$ cat src/rtl/mc_ctrl_pkg.sv
// Shared encodings for the multi-cycle control unit: FSM states, instruction
// classes, opcodes, ALU function codes and PC source selects.
package mc_ctrl_pkg;

    typedef enum logic [3:0] {
        StIf    = 4'd0,
        StId    = 4'd1,
        StExeAl = 4'd2,
        StWbAl  = 4'd3,
        StExeBr = 4'd4,
        StExeLs = 4'd5,
        StMem   = 4'd6,
        StWbLd  = 4'd7,
        StHalt  = 4'd8
    } state_e;

    typedef enum logic [2:0] {
        ClsAlu,
        ClsBranch,
        ClsMem,
        ClsJump,
        ClsHalt,
        ClsIllegal
    } instr_cls_e;

    localparam logic [5:0] OpAdd  = 6'b000000;
    localparam logic [5:0] OpSub  = 6'b000001;
    localparam logic [5:0] OpAddi = 6'b000010;
    localparam logic [5:0] OpOr   = 6'b010000;
    localparam logic [5:0] OpAnd  = 6'b010001;
    localparam logic [5:0] OpOri  = 6'b010010;
    localparam logic [5:0] OpSll  = 6'b011000;
    localparam logic [5:0] OpSlt  = 6'b100110;
    localparam logic [5:0] OpSw   = 6'b110000;
    localparam logic [5:0] OpLw   = 6'b110001;
    localparam logic [5:0] OpBeq  = 6'b110100;
    localparam logic [5:0] OpBne  = 6'b110101;
    localparam logic [5:0] OpJ    = 6'b111000;

    localparam logic [2:0] AluAdd = 3'b000;
    localparam logic [2:0] AluSub = 3'b001;
    localparam logic [2:0] AluOr  = 3'b010;
    localparam logic [2:0] AluAnd = 3'b011;
    localparam logic [2:0] AluSll = 3'b100;
    localparam logic [2:0] AluSlt = 3'b101;

    localparam logic [1:0] PcSrcSeq    = 2'b00;
    localparam logic [1:0] PcSrcBranch = 2'b01;
    localparam logic [1:0] PcSrcJump   = 2'b10;

endpackage

$ cat src/rtl/mc_decode.sv
// Purely combinational opcode decoder: instruction class plus the controls that
// depend only on the opcode, not on the FSM state.
module mc_decode
    import mc_ctrl_pkg::*;
#(
    parameter logic [5:0] HALT_OP = 6'b111111
) (
    input  logic [5:0]  opcode_i,
    output instr_cls_e  cls_o,
    output logic        is_lw_o,
    output logic        is_beq_o,
    output logic        reg_out_o,
    output logic        alu_src_b_o,
    output logic        ext_sel_o,
    output logic [2:0]  alu_op_o
);

    // Opcode table; anything unlisted decodes as illegal with benign controls.
    always_comb begin
        cls_o       = ClsIllegal;
        is_lw_o     = 1'b0;
        is_beq_o    = 1'b0;
        reg_out_o   = 1'b0;
        alu_src_b_o = 1'b0;
        ext_sel_o   = 1'b1;
        alu_op_o    = AluAdd;
        // Halt is checked first so an overlapping HALT_OP still parks the FSM.
        if (opcode_i == HALT_OP) begin
            cls_o = ClsHalt;
        end else begin
            case (opcode_i)
                OpAdd:  begin cls_o = ClsAlu; reg_out_o = 1'b1; end
                OpSub:  begin cls_o = ClsAlu; reg_out_o = 1'b1; alu_op_o = AluSub; end
                OpAddi: begin cls_o = ClsAlu; alu_src_b_o = 1'b1; end
                OpOr:   begin cls_o = ClsAlu; reg_out_o = 1'b1; alu_op_o = AluOr; end
                OpAnd:  begin cls_o = ClsAlu; reg_out_o = 1'b1; alu_op_o = AluAnd; end
                OpOri:  begin
                    cls_o       = ClsAlu;
                    alu_src_b_o = 1'b1;
                    ext_sel_o   = 1'b0;
                    alu_op_o    = AluOr;
                end
                OpSll:  begin cls_o = ClsAlu; reg_out_o = 1'b1; alu_op_o = AluSll; end
                OpSlt:  begin cls_o = ClsAlu; reg_out_o = 1'b1; alu_op_o = AluSlt; end
                OpSw:   begin cls_o = ClsMem; alu_src_b_o = 1'b1; end
                OpLw:   begin cls_o = ClsMem; alu_src_b_o = 1'b1; is_lw_o = 1'b1; end
                OpBeq:  begin cls_o = ClsBranch; is_beq_o = 1'b1; alu_op_o = AluSub; end
                OpBne:  begin cls_o = ClsBranch; alu_op_o = AluSub; end
                OpJ:    cls_o = ClsJump;
                default: cls_o = ClsIllegal;
            endcase
        end
    end

endmodule

$ cat src/rtl/mc_control_unit.sv
// Multi-cycle control FSM: sequences each instruction through IF/ID/EXE/MEM/WB,
// gates the write enables per state, counts retired instructions and records
// illegal opcodes.
module mc_control_unit
    import mc_ctrl_pkg::*;
#(
    parameter int unsigned CNT_W   = 32,
    parameter logic [5:0]  HALT_OP = 6'b111111
) (
    input  logic             clk_i,
    input  logic             reset_i,
    input  logic [5:0]       opcode_i,
    input  logic             zero_i,
    output logic             pc_wre_o,
    output logic             ir_wre_o,
    output logic             reg_wre_o,
    output logic             reg_out_o,
    output logic             alum2reg_o,
    output logic             alu_src_b_o,
    output logic             ext_sel_o,
    output logic [2:0]       alu_op_o,
    output logic             m_rd_o,
    output logic             m_wr_o,
    output logic [1:0]       pc_src_o,
    output logic [3:0]       state_o,
    output logic [CNT_W-1:0] retired_o,
    output logic             illegal_o
);

    state_e           state_q, state_d;
    logic [CNT_W-1:0] retired_q, retired_d;
    logic             illegal_q, illegal_d;

    instr_cls_e cls;
    logic       is_lw;
    logic       is_beq;
    logic       is_bne;

    mc_decode #(
        .HALT_OP (HALT_OP)
    ) u_decode (
        .opcode_i    (opcode_i),
        .cls_o       (cls),
        .is_lw_o     (is_lw),
        .is_beq_o    (is_beq),
        .reg_out_o   (reg_out_o),
        .alu_src_b_o (alu_src_b_o),
        .ext_sel_o   (ext_sel_o),
        .alu_op_o    (alu_op_o)
    );

    assign is_bne = (cls == ClsBranch) && !is_beq;

    // Next-state sequencing.
    always_comb begin
        state_d = state_q;
        case (state_q)
            StIf:    state_d = StId;
            StId: begin
                case (cls)
                    ClsAlu:    state_d = StExeAl;
                    ClsBranch: state_d = StExeBr;
                    ClsMem:    state_d = StExeLs;
                    ClsHalt:   state_d = StHalt;
                    default:   state_d = StIf;
                endcase
            end
            StExeAl: state_d = StWbAl;
            StWbAl:  state_d = StIf;
            StExeBr: state_d = StIf;
            StExeLs: state_d = StMem;
            StMem:   state_d = is_lw ? StWbLd : StIf;
            StWbLd:  state_d = StIf;
            StHalt:  state_d = StHalt;
            default: state_d = StIf;
        endcase
    end

    // Per-state enables; all forced low while reset is asserted so an aborted
    // instruction never writes anything.
    always_comb begin
        pc_wre_o   = 1'b0;
        ir_wre_o   = 1'b0;
        reg_wre_o  = 1'b0;
        alum2reg_o = 1'b0;
        m_rd_o     = 1'b0;
        m_wr_o     = 1'b0;
        if (!reset_i) begin
            case (state_q)
                StIf:    ir_wre_o = 1'b1;
                StId:    pc_wre_o = (cls == ClsJump) || (cls == ClsIllegal);
                StWbAl: begin
                    reg_wre_o = 1'b1;
                    pc_wre_o  = 1'b1;
                end
                StExeBr: pc_wre_o = 1'b1;
                StMem: begin
                    m_rd_o   = (cls == ClsMem) && is_lw;
                    m_wr_o   = (cls == ClsMem) && !is_lw;
                    pc_wre_o = !is_lw;
                end
                StWbLd: begin
                    reg_wre_o  = 1'b1;
                    alum2reg_o = 1'b1;
                    pc_wre_o   = 1'b1;
                end
                default: ;
            endcase
        end
    end

    // PC source follows the opcode; branch target only when the condition holds.
    always_comb begin
        pc_src_o = PcSrcSeq;
        if (cls == ClsJump) begin
            pc_src_o = PcSrcJump;
        end else if ((is_beq && zero_i) || (is_bne && !zero_i)) begin
            pc_src_o = PcSrcBranch;
        end
    end

    // Counter and sticky flag next-state.
    always_comb begin
        retired_d = retired_q;
        if (pc_wre_o) begin
            retired_d = retired_q + CNT_W'(1);
        end
        illegal_d = illegal_q || ((state_q == StId) && (cls == ClsIllegal));
    end

    // State, counter and flag registers with synchronous reset.
    always_ff @(posedge clk_i) begin
        if (reset_i) begin
            state_q   <= StIf;
            retired_q <= '0;
            illegal_q <= 1'b0;
        end else begin
            state_q   <= state_d;
            retired_q <= retired_d;
            illegal_q <= illegal_d;
        end
    end

    assign state_o   = state_q;
    assign retired_o = retired_q;
    assign illegal_o = illegal_q;

endmodule

$ cat config.mk
export PLATFORM = sky130hd
export DESIGN_NAME = mc_control_unit
export DESIGN_NICKNAME = d
export VERILOG_FILES = /design/src/rtl/mc_ctrl_pkg.sv /design/src/rtl/mc_decode.sv /design/src/rtl/mc_control_unit.sv
export SDC_FILE = /design/constraint.sdc
export NUM_CORES = 1
export LEC_CHECK = 0
export ABC_AREA = 1
export ABC_CLOCK_PERIOD_IN_PS = 2900
export BUFFER_PORTS_ARGS = -buffer_cell sky130_fd_sc_hd__buf_2
export CORE_MARGIN = 3
export CORE_UTILIZATION = 50
export CTS_CLUSTER_SIZE = 28
export DETAILED_ROUTE_END_ITERATION = 10
export GPL_TIMING_DRIVEN = 0
export PLACE_DENSITY = 0.75
export SYNTH_ARGS = -nofsm -noshare
export SYNTH_HDL_FRONTEND = slang
export SYNTH_HIERARCHICAL = 1
export SYNTH_SLANG_ARGS = --single-unit
$ cat constraint.sdc
create_clock -name clk_i -period 2.9 [get_ports clk_i]
set_input_delay 0.58 -clock clk_i [delete_from_list [all_inputs] [get_ports clk_i]]
set_output_delay 0.58 -clock clk_i [all_outputs]
set_load 0.005 [all_outputs]
== Word level (Yosys, flattened, before mapping) ==
Index checks and enable logic that the tools add are counted.
Widths: inputs -> output; s select.
Word-level totals
  word-level logic and storage cells: 85
  register bits after elaboration: 37
  output and inout port bits: 51
  input bits: 9
Operators by class
  reductions and logical operators: 24
  $add $sub $neg: 1
  mux-type cells: 31
  equal/unequal tests: 26
Operators with widths (count)
  $eq 6x6->1 const B: 7
  $add 32x1->32 const B: 1
  $eq 6x5->1 const B: 4
  $pmux 4 s6: 1
  $mux 1: 22
  $eq 4x3->1 const B: 4
  $pmux 4 s4: 1
  $pmux 3 s5: 1
  $pmux 3 s4: 1
  $mux 3: 3
  $eq 4x2->1 const B: 2
  $reduce_or 2->1: 4
  $reduce_or 8->1: 1
  $eq 3x2->1 const B: 2
  $eq 3x3->1 const B: 2
  $eq 6x1->1 const B: 1
  $eq 6x2->1 const B: 1
  $logic_and 1x1->1: 6
  $logic_not 6->1: 1
  $reduce_or 3->1: 2
  $reduce_or 6->1: 1
  $eq 4x1->1 const B: 1
  $eq 4x4->1 const B: 1
  $logic_not 4->1: 1
  other kinds (7): 11

== Longest topological paths before layout ==
Gate-level depths: netlist (run 1).
  word-level depth: 10
  depth in mapped cells: 16
  depth with buffers taken out: 13

== Hierarchy ==
Netlist (run 1), hierarchy kept.
Modules (own cells, without submodules)
  mc_control_unit: cells an instance 386, sequential area each 740.7 um^2, area each 2308.5 um^2, instances 1
  mc_decode: cells an instance 38, sequential area each 0.0 um^2, area each 200.2 um^2, instances 1

== Least setup slack after synthesis (run 1) ==
OpenSTA, ideal clock, no wires.
  kind: input to output
  start: in opcode_i[4]
  end: out pc_wre_o
  setup slack: 0.527 ns
  arrival: 1.793 ns
  data required time: 2.320 ns
  buffers on the path: 0
  stages on the path: 11
  path through: nand2_1 inv_1 nand3_2 nand2_2 nor3_2 inv_1 nand2_1 nand3_1 nand3_2 nand2_2 inv_2
Between the ends
  word-level cells in the longest chain between the ends: 8
  elaborated cells on any way between the ends: 27
  classes of those cells: eq/ne: 15; mux: 6; reduce/logical: 6
RTL lines
  from (decl): line mc_control_unit.sv:12  | input logic [5:0] opcode_i,
  $eq 6x1->1 (tied with other cells): line mc_decode.sv:31  | case (opcode_i)
  $reduce_or 8->1 (no source line) / $reduce_or 2->1 (equally long branches)
  $pmux 3 s4: line mc_decode.sv:31
  $mux 3 *: line mc_decode.sv:28  | if (opcode_i == HALT_OP) begin
  named net cls[2]: line mc_control_unit.sv:34  | instr_cls_e cls;
  $eq 3x2->1 / $eq 3x3->1 (equally long branches): line mc_control_unit.sv:91  | StId: pc_wre_o = (cls == ClsJump) || (cls == ClsIllegal);
  $logic_or 1x1->1 *: line mc_control_unit.sv:91
  $pmux 1 s3 *: line mc_control_unit.sv:89  | case (state_q)
  $mux 1 *: line mc_control_unit.sv:88  | if (!reset_i) begin
  to (decl): line mc_control_unit.sv:14  | output logic pc_wre_o,
The timed path passes the listed nets; every way through them passes the cells marked *.

== Worst setup path after layout (run 1) ==
  start: in opcode_i[5]
  end: out pc_wre_o
Same word-level chain as after synthesis.

==> results list, run 1 <==
- Run status: completed
* Critical setup path kind: in2out
- In this run, the number of DRC markers left after iteration 0 of detailed routing was 167.
* Crit end category: output pin
- The detail route stage leaves a number of antenna-violating nets equal to 0.
- CTS Hold Bufs: 0
- Before antenna repair, the detailed router went through 5 iterations.
- Max Root-Sink Buffers: 2
* Storage cell area: 741 sq um
* Critical path startpoint category: input port
* Ys Warns: 6
* Net Sw Frac: 28.0%
- Share of synthesized area occupied by flip-flops and latches: 29.5%
- CTS Buf Count: 5
* Power Internal: 836 uW
* Final count of hold timing violations: 0
* Maximum clock frequency: 368 MHz
- Number of filler instances in the final layout: 478
- Vias per cell: 5.16
- Of the total power, registers draw 45.5%.
* Part of the power in the clock network: 39.7%
- Cell with the largest stage delay on the worst path: sky130_fd_sc_hd__buf_2
- In this run the power density over the cells is 384 nW/um^2.
* Synth area leaders: sky130_fd_sc_hd__dfxtp_1, sky130_fd_sc_hd__nand2_1, sky130_fd_sc_hd__nor2_1, sky130_fd_sc_hd__nand3_1, sky130_fd_sc_hd__inv_1
- Summed over all layers, the global routing overflow is 0.
* Period utilisation layout: 93.7%
- Worst slack at placement: -16.7 ps
- Number of input and output port buffers inserted: 59
- Post-layout instance area: 3020 sq um
- Synthesized area per cell: 5.92 sq um
* Area growth from synthesis to final layout: 20.5%
- Synthesis produced a netlist with a net count of 434.
- The clock drives 37 sinks.
- Overall power of the completed layout: 1.16 mW
* Antenna diode count: 0
- Layout cell share with drive strength beyond 1: 20.5%
- Synthesized netlist cell count: 424
- Summing all placed instances gives a cell area of 2890 sq um.
- Grouping stages by cell kind, the critical path spends the most delay in simple AND/OR/NAND/NOR gates.
- At the later pin of the worst-skew pair, clock insertion delay measures 300 ps.
- FF+latch count, synth: 37
- Netlist cell types: 33
* Row count: 25
* Initial antenna violation count: 0
* Total length of routed wires: 6600 um
- Final net count: 501
* Max-Slew Margin vs Limit: 60.9%
- For the worst setup path, the data required time is 2320 ps.
* Final sum of negative setup slack: 0 ps
- The floorplan step set the die height to 76.8 um.
- The number of max-slew violations in the final report came to 0.
- First-pass GRT wire length: 10,800 um
- The HPWL after detailed placement is 5090 um.
- Combinational group share of total power: 14.8%
- Sum of buffers and inverters on the critical path: 5
- Clock skew on the completed layout was measured at 11.9 ps.
- Via count: 2,886
- For this design the total switching power over the nets is 325 uW.
- In the final layout, the multi-input gates occupy 1560 sq um.
- On the worst path, the slowest cell contributes a delay of 190 ps.
* TritonCTS clock tree: done
* Leakage power total: 1.37 nW
* Global-route usage over all layers: 22.2%
- Die width: 76.8 um
- Worst-Margin Slew: 586 ps
- Library cell with the largest summed area after synthesis: sky130_fd_sc_hd__dfxtp_1
* Clock transition at path regs: 90 ps
* Initial cell density of the core: 52.4%
- In this run the worst path has a maximum fanout of 10.
* Crit-path cells: buf_2, nand2_1, inv_1, nand3_2, nand2_2, nor3_2, buf_2, nand2_1, nand2_1, nand3_1, nand3_2, nand2_4, inv_4, buf_2
* Number of ports placed on the die boundary: 60
* Post-DR wirelength/cell: 11.8 um
- Final Worst Setup Slack: 182 ps
- Peak supply drop: 0.233 mV
- The worst path in the final design needs a cycle of 2720 ps, including I/O delays and setup.
- Across the run, the number of max-cap violations was 0.
* Final weighted congestion in routability-driven placement: 0.892
- The tree is rooted in a sky130_fd_sc_hd__clkbuf_8.
* Max H-tree Level: 2
* Number of global-route vias before repair: 2,502
- For the worst setup path, the data arrival time is 2140 ps.
- The die covers 5900 sq um.
* Unrepaired setup endpoints after global routing: no
- The tightest hold path in the finished design has a slack of 482 ps.
- Post-route DRC: 0
- Path type of the worst min-delay path: reg2reg
* Total core area: 4790 sq um
* Netlist area before placement: 2510 sq um
- Setup violations remaining at the end of the flow were counted as 0.
* Pin count of the biggest net entering global routing: 14
* Top cell type's share of synthesized area: 29.5%
-- final timing paths --
path | from | endpoint | slack [ps] | cells after the start
setup / recovery | opcode_i[5] | pc_wre_o | 180 | 14
hold / removal | illegal_o$_SDFF_PP0_ | illegal_o$_SDFF_PP0_ | 480 | 2
setup reg to reg | retired_o[0]$_SDFFE_PP0P_ | retired_o[30]$_SDFFE_PP0P_ | 1060 | 8
hold reg to reg | illegal_o$_SDFF_PP0_ | illegal_o$_SDFF_PP0_ | 480 | 2
-- cell type report --
class | instances | share of cell area, %
clock buffer | 5 | 2.28
sequential | 37 | 24.5
inverter | 40 | 5.05
multi-input combinational | 338 | 51.7
tap | 67 | 2.77
clock inverter | 3 | 1.53
timing repair buffer | 60 | 10.0
buffer | 9 | 2.15
-- flip-flops by register name, indices dropped and copies added (netlist names) --
name	flops
retired_o	32
state_o	4
illegal_o	1
-- synth_stat cells, drive strengths merged --
cell type and number:
a21o 3, a21oi 19, a31oi 2, and2 1
buf 6, clkbuf 3, dfxtp 37, ha 1
inv 40, nand2 134, nand3 43, nand4 10
nor2 100, nor3 8, nor3b 2, nor4 1
o211ai 1, o21ai 4, o21bai 2, o311ai 1
or3 1, xnor2 1, xor2 4
-- routing by layer --
layer	vias up	wire length, um	global-route usage (%)
met5	-	0	0
li1	1492	-	-
met4	0	127	8.70
met2	113	3090	37.5
met1	1267	2950	27.6
met3	14	431	4.46
-- cells in the final DEF, fill, tap and decap left out, types with 3 or more instances in the layout --
| cell | synthesis | final |
|---|---|---|
| sky130_fd_sc_hd__a21oi_1 | 19 | 19 |
| sky130_fd_sc_hd__inv_2 | 5 | 4 |
| sky130_fd_sc_hd__nor2_2 | 9 | 9 |
| sky130_fd_sc_hd__nor2_1 | 90 | 90 |
| sky130_fd_sc_hd__buf_6 | 4 | 4 |
| sky130_fd_sc_hd__nor3_1 | 6 | 6 |
| sky130_fd_sc_hd__nand2_2 | 4 | 3 |
| sky130_fd_sc_hd__nand3_2 | 6 | 6 |
| sky130_fd_sc_hd__clkbuf_8 | 0 | 5 |
| sky130_fd_sc_hd__nand4_1 | 10 | 10 |
| sky130_fd_sc_hd__nand3_1 | 37 | 37 |
| sky130_fd_sc_hd__a21o_1 | 3 | 3 |
| sky130_fd_sc_hd__xor2_1 | 4 | 4 |
| sky130_fd_sc_hd__inv_1 | 35 | 35 |
| sky130_fd_sc_hd__o21ai_0 | 3 | 3 |
| sky130_fd_sc_hd__nand2_1 | 130 | 130 |
| sky130_fd_sc_hd__dfxtp_1 | 37 | 37 |
| sky130_fd_sc_hd__buf_2 | 1 | 60 |
| sky130_fd_sc_hd__clkbuf_1 | 3 | 3 |
-- power groups by stage --
stage	registers, mW	logic (mW)	clock network, mW
2_1_floorplan	0.539	0.113	0
3_3_place_gp	0.539	0.164	0
3_5_place_dp	0.540	0.166	0
4_1_cts	0.528	0.168	0.471
5_1_grt	0.530	0.191	0.487
6_report	0.528	0.171	0.461
-- logic make-up (layout without fill, tap and decap cells) --
logic type / Yosys count / after routing / share of synthesized area (%)
AND/OR/NAND/NOR: 300 / 300 / 52.4
adder cells (fa/ha/maj): 1 / 1 / 0.499
flip-flops: 37 / 37 / 29.5
XOR/XNOR: 5 / 5 / 1.75
AO/OA/AOI/OAI: 32 / 32 / 7.23
buffers and inverters: 49 / 117 / 8.58
-- worst min-delay path: stages, from the launching register on --
cell and delay, ps:
sky130_fd_sc_hd__dfxtp_1 340, sky130_fd_sc_hd__nor2_1 50, sky130_fd_sc_hd__nor2_1 70
-- per-stage QoR --
step	util [%]	cells
floorplan	-	424
global placement	60.3	550
detailed placement	60.3	550
CTS	62.9	558
global route	63.2	559
finish	63.2	559
-- timing repair --
item,4_1_cts,5_1_grt
endpoints found under the setup margin,1,1
setup buffers,0,1
pin swaps,0,1
resized for setup,1,2
(Power assumes the default switching activity.)
==> run 2, diff against run 1 <==
--- a/config.mk
+++ b/config.mk
@@ -8,6 +8,7 @@
 export ABC_AREA = 1
 export ABC_CLOCK_PERIOD_IN_PS = 2900
 export BUFFER_PORTS_ARGS = -buffer_cell sky130_fd_sc_hd__buf_2
+export CORE_ASPECT_RATIO = 0.75
 export CORE_MARGIN = 3
 export CORE_UTILIZATION = 50
 export CTS_CLUSTER_SIZE = 28
==> run 2 against run 1 <==
  * Sequential power hardly changed
  * Worst hold slack worse by 1.5 ps
  * Die area is 0.16% higher
  * Critical endpoint unchanged
  * Utilization rose by 0.81 points
==> results list, run 2 (same netlist as run 1, synthesis figures left out) <==
- The slack of the worst reg-to-reg path came to 1050 ps (about the same).
- The worst setup path is of the in2out kind.
- The number of fill cells in the layout came to 470 (-1.7%).
- The total overflow reported by the global router was 0 (unchanged).
* CTS Hold Bufs: 0 (unchanged)
- Worst-Margin Slew: 543 ps (-42.9 ps)
- Period utilisation layout: 93.4% (-0.35 points)
* Path type of the worst min-delay path: reg2reg
- Number of setup violations in the final report: 0 (unchanged)
- Critical Path Fanout Max: 10 (unchanged)
- Via count: 2,901 (+0.52%)
- The number of placement rows was 21 (-16%).
* Post-layout instance count excluding filler cells: 549 (-1.8%)
* Final HPWL from detailed placement: 5510 um (+8.3%)
* Hold Startpoint: illegal_o$_SDFF_PP0_
* Max-Slew Margin vs Limit: 63.8% (+2.9 points)
* Initial antenna violation count: 0 (unchanged)
- The area of combinational cells with multiple inputs was 1560 sq um (unchanged).
* Max Root-Sink Buffers: 2 (unchanged)
- CTS Buf Count: 5 (unchanged)
* Leakage power total: 1.35 nW (-1.1%)
* CP required: 2320 ps (about the same)
- The endpoint identified for the worst register-to-register timing path is retired_o[30]$_SDFFE_PP0P_.
- The flip-flop count of the largest register, all copies and words added was 32 (unchanged).
- R2R cell count: 8 (unchanged)
* First-pass GRT wire length: 11,700 um (+8.2%)
- Pre-antenna DRT Iters: 6 (+1)
* Crit end category: output pin
- The flow ran to the end, and the final reports show no timing, DRC or antenna violations.
- Final net count: 501 (unchanged)
- The height of the chip came to 67.3 um (-12%).
- Pwr dens: 353 nW/um^2 (-8.0%)
* Root cell of the clock tree: sky130_fd_sc_hd__clkbuf_8
- The routed via count divided by cell count was 5.28 (+2.4%).
* Worst hold slack: 480 ps (-1.54 ps)
- STA classifies the critical path startpoint as an input port.
* Pin count of the biggest net entering global routing: 11 (-3)
- Total length of routed wires: 6950 um (+5.3%)
- Beginning of the worst register-to-register path: retired_o[0]$_SDFFE_PP0P_
- Number of input and output port buffers inserted: 59 (unchanged)
- Total core area: 4650 sq um (-2.8%)
- Post-DR wirelength/cell: 12.7 um (+7.3%)
- The final hold violation count was 0 (unchanged).
- Endpoint of the worst hold path: illegal_o$_SDFF_PP0_
- The clock latency reported for the late side of the worst-skew pair came to 290 ps (about the same).
- The overall die width is 87.8 um (+14%).
* Count of placed standard cells including taps: 540 (-1.8%)
* Peak supply drop: 0.245 mV (+5.1%)
- Max-capacitance violation count: 0 (unchanged)
- Setup repair after global routing left no endpoint under its margin.
* Most frequent cells in the layout: sky130_fd_sc_hd__nand2_1, sky130_fd_sc_hd__nor2_1, sky130_fd_sc_hd__buf_2, sky130_fd_sc_hd__nand3_1, sky130_fd_sc_hd__dfxtp_1
- Min Tclk post-route: 2710 ps (-10.2 ps)
- Number of global-route vias before repair: 2,538 (+1.4%)
- The number of ports placed on the die boundary is 60 (unchanged).
- The sequential cell area in the final layout was 741 sq um (unchanged).
- Critical Path AT: 2130 ps (about the same)
- The total routing resource utilization after global routing is 25.1% (+2.9 points).
- Area growth from synthesis to final layout: 18.7%
- The post-detailed-route count of antenna-violating nets is 0 (unchanged).
* Most frequent standard cell in the layout excluding fill and tap cells: sky130_fd_sc_hd__nand2_1
* Final weighted congestion in routability-driven placement: 0.935 (+4.8%)
- Clock tree sinks: 37 (unchanged)
- Total Die Area: 5910 sq um (+0.16%)
- Number of max-slew violations in the final report: 0 (unchanged)
* Iteration-0 DRC Markers: 223 (+34%)
- The layout cell share with drive strength beyond 1 was 19.9% (-0.61 points).
- Antenna diode count: 0 (unchanged)
- Hold Crit Depth: 2 (unchanged)
- The clock transition at the registers of the reported paths came to 70 ps (-20 ps).
- Post-route DRC: 0 (unchanged)
- The number of H-tree levels came to 2 (unchanged).
* TritonCTS clock tree: done
- The final setup skew is 8.31 ps (-3.58 ps).
* Initial cell density of the core: 53.9% (+1.5 points)
* Maximum clock frequency: 369 MHz (+0.38%)
run 2: power breakdown:
group | leakage, nW | switching, mW | total [mW] | internal, mW
Combinational | 1.01 | 0.111 | 0.174 | 0.0622
Clock | 0.0395 | 0.179 | 0.349 | 0.171
Sequential | 0.299 | 0.0116 | 0.528 | 0.516
Total | 1.35 | 0.302 | 1.05 | 0.749
run 2: per-layer routing:
layer / part of all wire [%] / GRT usage, % / vias to the layer above
met5: 0 / 0 / -
met4: 0.79 / 5.36 / 0
met3: 8.4 / 6.10 / 9
met2: 41 / 37.4 / 110
met1: 50 / 36.7 / 1297
li1: - / - / 1485
run 2: worst max path at each step:
stage | start | endpoint
2_1_floorplan | opcode_i[4] | pc_wre_o
3_3_place_gp | opcode_i[5] | pc_wre_o
3_5_place_dp | opcode_i[5] | pc_wre_o
4_1_cts | opcode_i[5] | pc_wre_o
5_1_grt | opcode_i[5] | pc_wre_o
6_report | opcode_i[3] | pc_wre_o
run 2: stage by stage:
stage                     util [%]  worst slack, ps  setup TNS (ps)  area [sq um]  power (mW)
after floorplan                  -              527               0          2510       0.652
after global placement        61.8             17.3               0          2880       0.703
after detailed placement      61.8            -5.60           -5.60          2880       0.706
after CTS                     63.7             42.3               0          2960        1.05
after global routing          64.0             68.4               0          2980        1.10
final                         64.0              192               0          2980        1.05
run 2: cell type report:
type | instances | share of cell area, %
Multi-Input combinational cell | 338 | 52.5
Buffer | 9 | 2.19
Sequential cell | 37 | 24.9
Inverter | 40 | 5.13
Timing Repair Buffer | 60 | 10.2
Clock buffer | 8 | 2.69
Tap cell | 57 | 2.40
run 2: timing repair:
action	in CTS	in global routing
pin swaps	0	1
endpoints found under the setup margin	1	1
hold endpoints to repair	0	0
setup buffers	0	1
gates resized for setup	1	2
run 2: worst max-delay path, stage by stage:
cell and delay [ps]:
sky130_fd_sc_hd__buf_2 130, sky130_fd_sc_hd__nor2_2 240, sky130_fd_sc_hd__nand3_1 140, sky130_fd_sc_hd__nand2_2 130, sky130_fd_sc_hd__nor3_2 50, sky130_fd_sc_hd__buf_2 160
sky130_fd_sc_hd__nand2_1 70, sky130_fd_sc_hd__nand2_1 50, sky130_fd_sc_hd__nand3_1 90, sky130_fd_sc_hd__nand3_2 110, sky130_fd_sc_hd__nand2_4 170, sky130_fd_sc_hd__inv_4 80
sky130_fd_sc_hd__buf_2 130
==> run 3, diff against run 2 <==
--- a/config.mk
+++ b/config.mk
@@ -6,7 +6,7 @@
 export NUM_CORES = 1
 export LEC_CHECK = 0
 export ABC_AREA = 1
-export ABC_CLOCK_PERIOD_IN_PS = 2900
+export ABC_CLOCK_PERIOD_IN_PS = 3000
 export BUFFER_PORTS_ARGS = -buffer_cell sky130_fd_sc_hd__buf_2
 export CORE_ASPECT_RATIO = 0.75
 export CORE_MARGIN = 3
==> constraint.sdc (replaced) <==
create_clock -name clk_i -period 3 [get_ports clk_i]
set_input_delay 0.6 -clock clk_i [delete_from_list [all_inputs] [get_ports clk_i]]
set_output_delay 0.6 -clock clk_i [all_outputs]
set_load 0.005 [all_outputs]
==> run 3 against run 2 <==
  * Critical path depth is the same
  * Combinational power shrank 5%
  * Flip-flop and latch count is the same
  * Via count shrank 0.41%
  * Clock skew shrank 1.3 ps
  * First-iteration DRC count grew 0.90%
  * Sequential power shrank 3%
  * Non-clock buffer count shrank 1
  * Design area shrank 0.25%
  * Power shrank 3.6%
  * Setup slack lost 10 ps
  * Register-to-register slack gained 100 ps
  * Critical path type unchanged
==> results list, run 3 (same netlist as run 1, synthesis figures left out) <==
* Run status: completed
* Total Die Area: 5910 sq um (unchanged)
- The post-cts resize count came to 0 (-1).
* Leakage power total: 1.35 nW (-0.33%)
- R2R cell count: 8 (unchanged)
- Based on the critical path, the design can be clocked at up to 355 MHz.
- The power per standard cell area is 341 nW/um^2 (-3.4%).
- The clock latency reported for the late side of the worst-skew pair came to 290 ps (about the same).
- Remaining antenna violation count: 0 (unchanged)
- The arrival time reported for the critical path endpoint is 2220 ps (+90 ps).
- Tracing the worst setup path back leads to its startpoint at opcode_i[5].
* Hold Startpoint: illegal_o$_SDFF_PP0_
- The net count of the finished layout was 500 (-0.20%).
- The clock net sink count is 37 (unchanged).
- The routed length per instance came to 12.6 um (-0.28%).
- Crit end category: output pin
* Layout cell share with drive strength beyond 1: 19.8% (-0.16 points)
* Critical Path Fanout Max: 10 (unchanged)
* Total length of routed wires: 6920 um (-0.46%)
- The routed via count divided by cell count came to 5.27 (-0.23%).
* Area growth from synthesis to final layout: 18.4%
* Global-route usage over all layers: 25.1% (about the same)
* CP required: 2400 ps (+80 ps)
- Period utilisation layout: 94.0%
- The detailed-route via count was 2,889 (-0.41%).
- Clock transition at path regs: 70 ps (about the same)
- Max-Slew Margin vs Limit: 63.6% (-0.21 points)
- The number of ports placed on the die boundary came to 60 (unchanged).
- Number of global-route vias before repair: 2,536 (-0.079%)
* Flop2flop setup slack: 1150 ps (+100 ps)
- Hold Crit Depth: 2 (unchanged)
- The number of max-cap violations is 0 (unchanged).
- The count of buffers from port buffering came to 59 (unchanged).
- The post-CTS setup-driven buffer insertion count came to 0 (unchanged).
- The first-pass GRT wire length is 11,700 um (unchanged).
- Final HPWL from detailed placement: 5510 um (unchanged)
* Final count of hold timing violations: 0 (unchanged)
* Worst-Margin Slew: 547 ps (+3.12 ps)
- Unrepaired setup endpoints after global routing: no
* Final sum of negative setup slack: 0 ps (unchanged)
- The overall die width came to 87.8 um (unchanged).
* Initial antenna violation count: 0 (unchanged)
* Max Root-Sink Buffers: 2 (unchanged)
- The worst hold path terminates at illegal_o$_SDFF_PP0_.
- The antenna diode count was 0 (unchanged).
- The number of failing setup endpoints in the final timing report came to 0 (unchanged).
- Most frequent standard cell in the layout excluding fill and tap cells: sky130_fd_sc_hd__nand2_1
- The routability congestion estimate was 0.935 (unchanged).
* CTS Hold Bufs: 0 (unchanged)
- Critical path startpoint category: input port
* Row count: 21 (unchanged)
- Initial cell density of the core: 53.9% (unchanged)
- Number of max-slew violations in the final report: 0 (unchanged)
- The setup path with the least slack is of type in2out.
- The area of the core region was 4650 sq um (unchanged).
- Max H-tree Level: 2 (unchanged)
- The flip-flop count of the largest register, all copies and words added was 32 (unchanged).
- Worst-case clock skew: 7.00 ps (-1.32 ps)
* Worst slack at placement: 54.4 ps (+60.0 ps)
- The iteration count of the initial detailed-routing pass is 5 (-1).
- Pin count of the biggest net entering global routing: 11 (unchanged)
* Vertical die dimension: 67.3 um (unchanged)
* Peak supply drop: 0.235 mV (-4.0%)
* Min Tclk post-route: 2820 ps
- TritonCTS clock tree: done
* Beginning of the worst register-to-register path: retired_o[0]$_SDFFE_PP0P_
- The final critical-path setup slack was 181 ps (-10.5 ps).
* Iteration-0 DRC Markers: 225 (+0.90%)
- Most frequent cells in the layout: sky130_fd_sc_hd__nand2_1, sky130_fd_sc_hd__nor2_1, sky130_fd_sc_hd__buf_2, sky130_fd_sc_hd__nand3_1, sky130_fd_sc_hd__dfxtp_1
* Post-route DRC: 0 (unchanged)
- Path type of the worst min-delay path: reg2reg
* Root cell of the clock tree: sky130_fd_sc_hd__clkbuf_8
- The total clock buffers created by CTS came to 5 (unchanged).
- The total overflow reported by the global router is 0 (unchanged).
- The worst register-to-register path ends at retired_o[30]$_SDFFE_PP0P_.
-- run 3: metrics by stage --
step / instance area, sq um / std cells / power [mW] / hold WS [ps] / util [%]
6_report: 2970 / 548 / 1.01 / 480 / 63.8
2_1_floorplan: 2510 / 424 / 0.630 / 463 / -
5_1_grt: 2970 / 548 / 1.06 / 511 / 63.8
4_1_cts: 2960 / 548 / 1.01 / 487 / 63.5
3_5_place_dp: 2880 / 540 / 0.683 / 461 / 61.8
3_3_place_gp: 2880 / 540 / 0.679 / 453 / 61.8
-- run 3: critical path, cell delays in order --
cell	delay, ps
sky130_fd_sc_hd__buf_2	120
sky130_fd_sc_hd__nand2_1	110
sky130_fd_sc_hd__inv_1	90
sky130_fd_sc_hd__nand3_1	110
sky130_fd_sc_hd__nand2_1	90
sky130_fd_sc_hd__nor3_4	260
sky130_fd_sc_hd__inv_1	140
sky130_fd_sc_hd__nand2_1	90
sky130_fd_sc_hd__nand3_1	90
sky130_fd_sc_hd__nand3_2	110
sky130_fd_sc_hd__nand2_4	120
sky130_fd_sc_hd__inv_4	140
sky130_fd_sc_hd__buf_2	130
-- run 3: report_power, final --
part / switching [mW] / internal [mW] / total, mW / leakage (nW)
clock network: 0.172 / 0.165 / 0.337 / 0.0395
logic: 0.107 / 0.0586 / 0.166 / 1.01
registers: 0.0113 / 0.499 / 0.510 / 0.299
-- run 3: cell type report --
cell class,count,area [sq um]
plain buffers,9,65.1
clock buffers,8,80.1
fillers,470,1680
inverters,40,153
multi-input cells,338,1560
flip-flops and latches,37,741
well taps,57,71.3
repair buffers,59,295
-- run 3: routing by layer --
| metal | track usage (%) | routed length [um] | part of all wire (%) |
|---|---|---|---|
| met5 | 0 | 0 | 0 |
| met2 | 37.4 | 2810 | 41 |
| met4 | 5.36 | 48 | 0.69 |
| met1 | 36.9 | 3430 | 50 |
| met3 | 5.73 | 629 | 9.1 |
-- run 3: how the worst max path moves through the flow --
stage | end | slack (ps)
floorplan | pc_wre_o | 590
global placement | pc_wre_o | 80
detailed placement | pc_wre_o | 50
CTS | pc_wre_o | 40
global route | pc_wre_o | 50
finish | pc_wre_o | 180
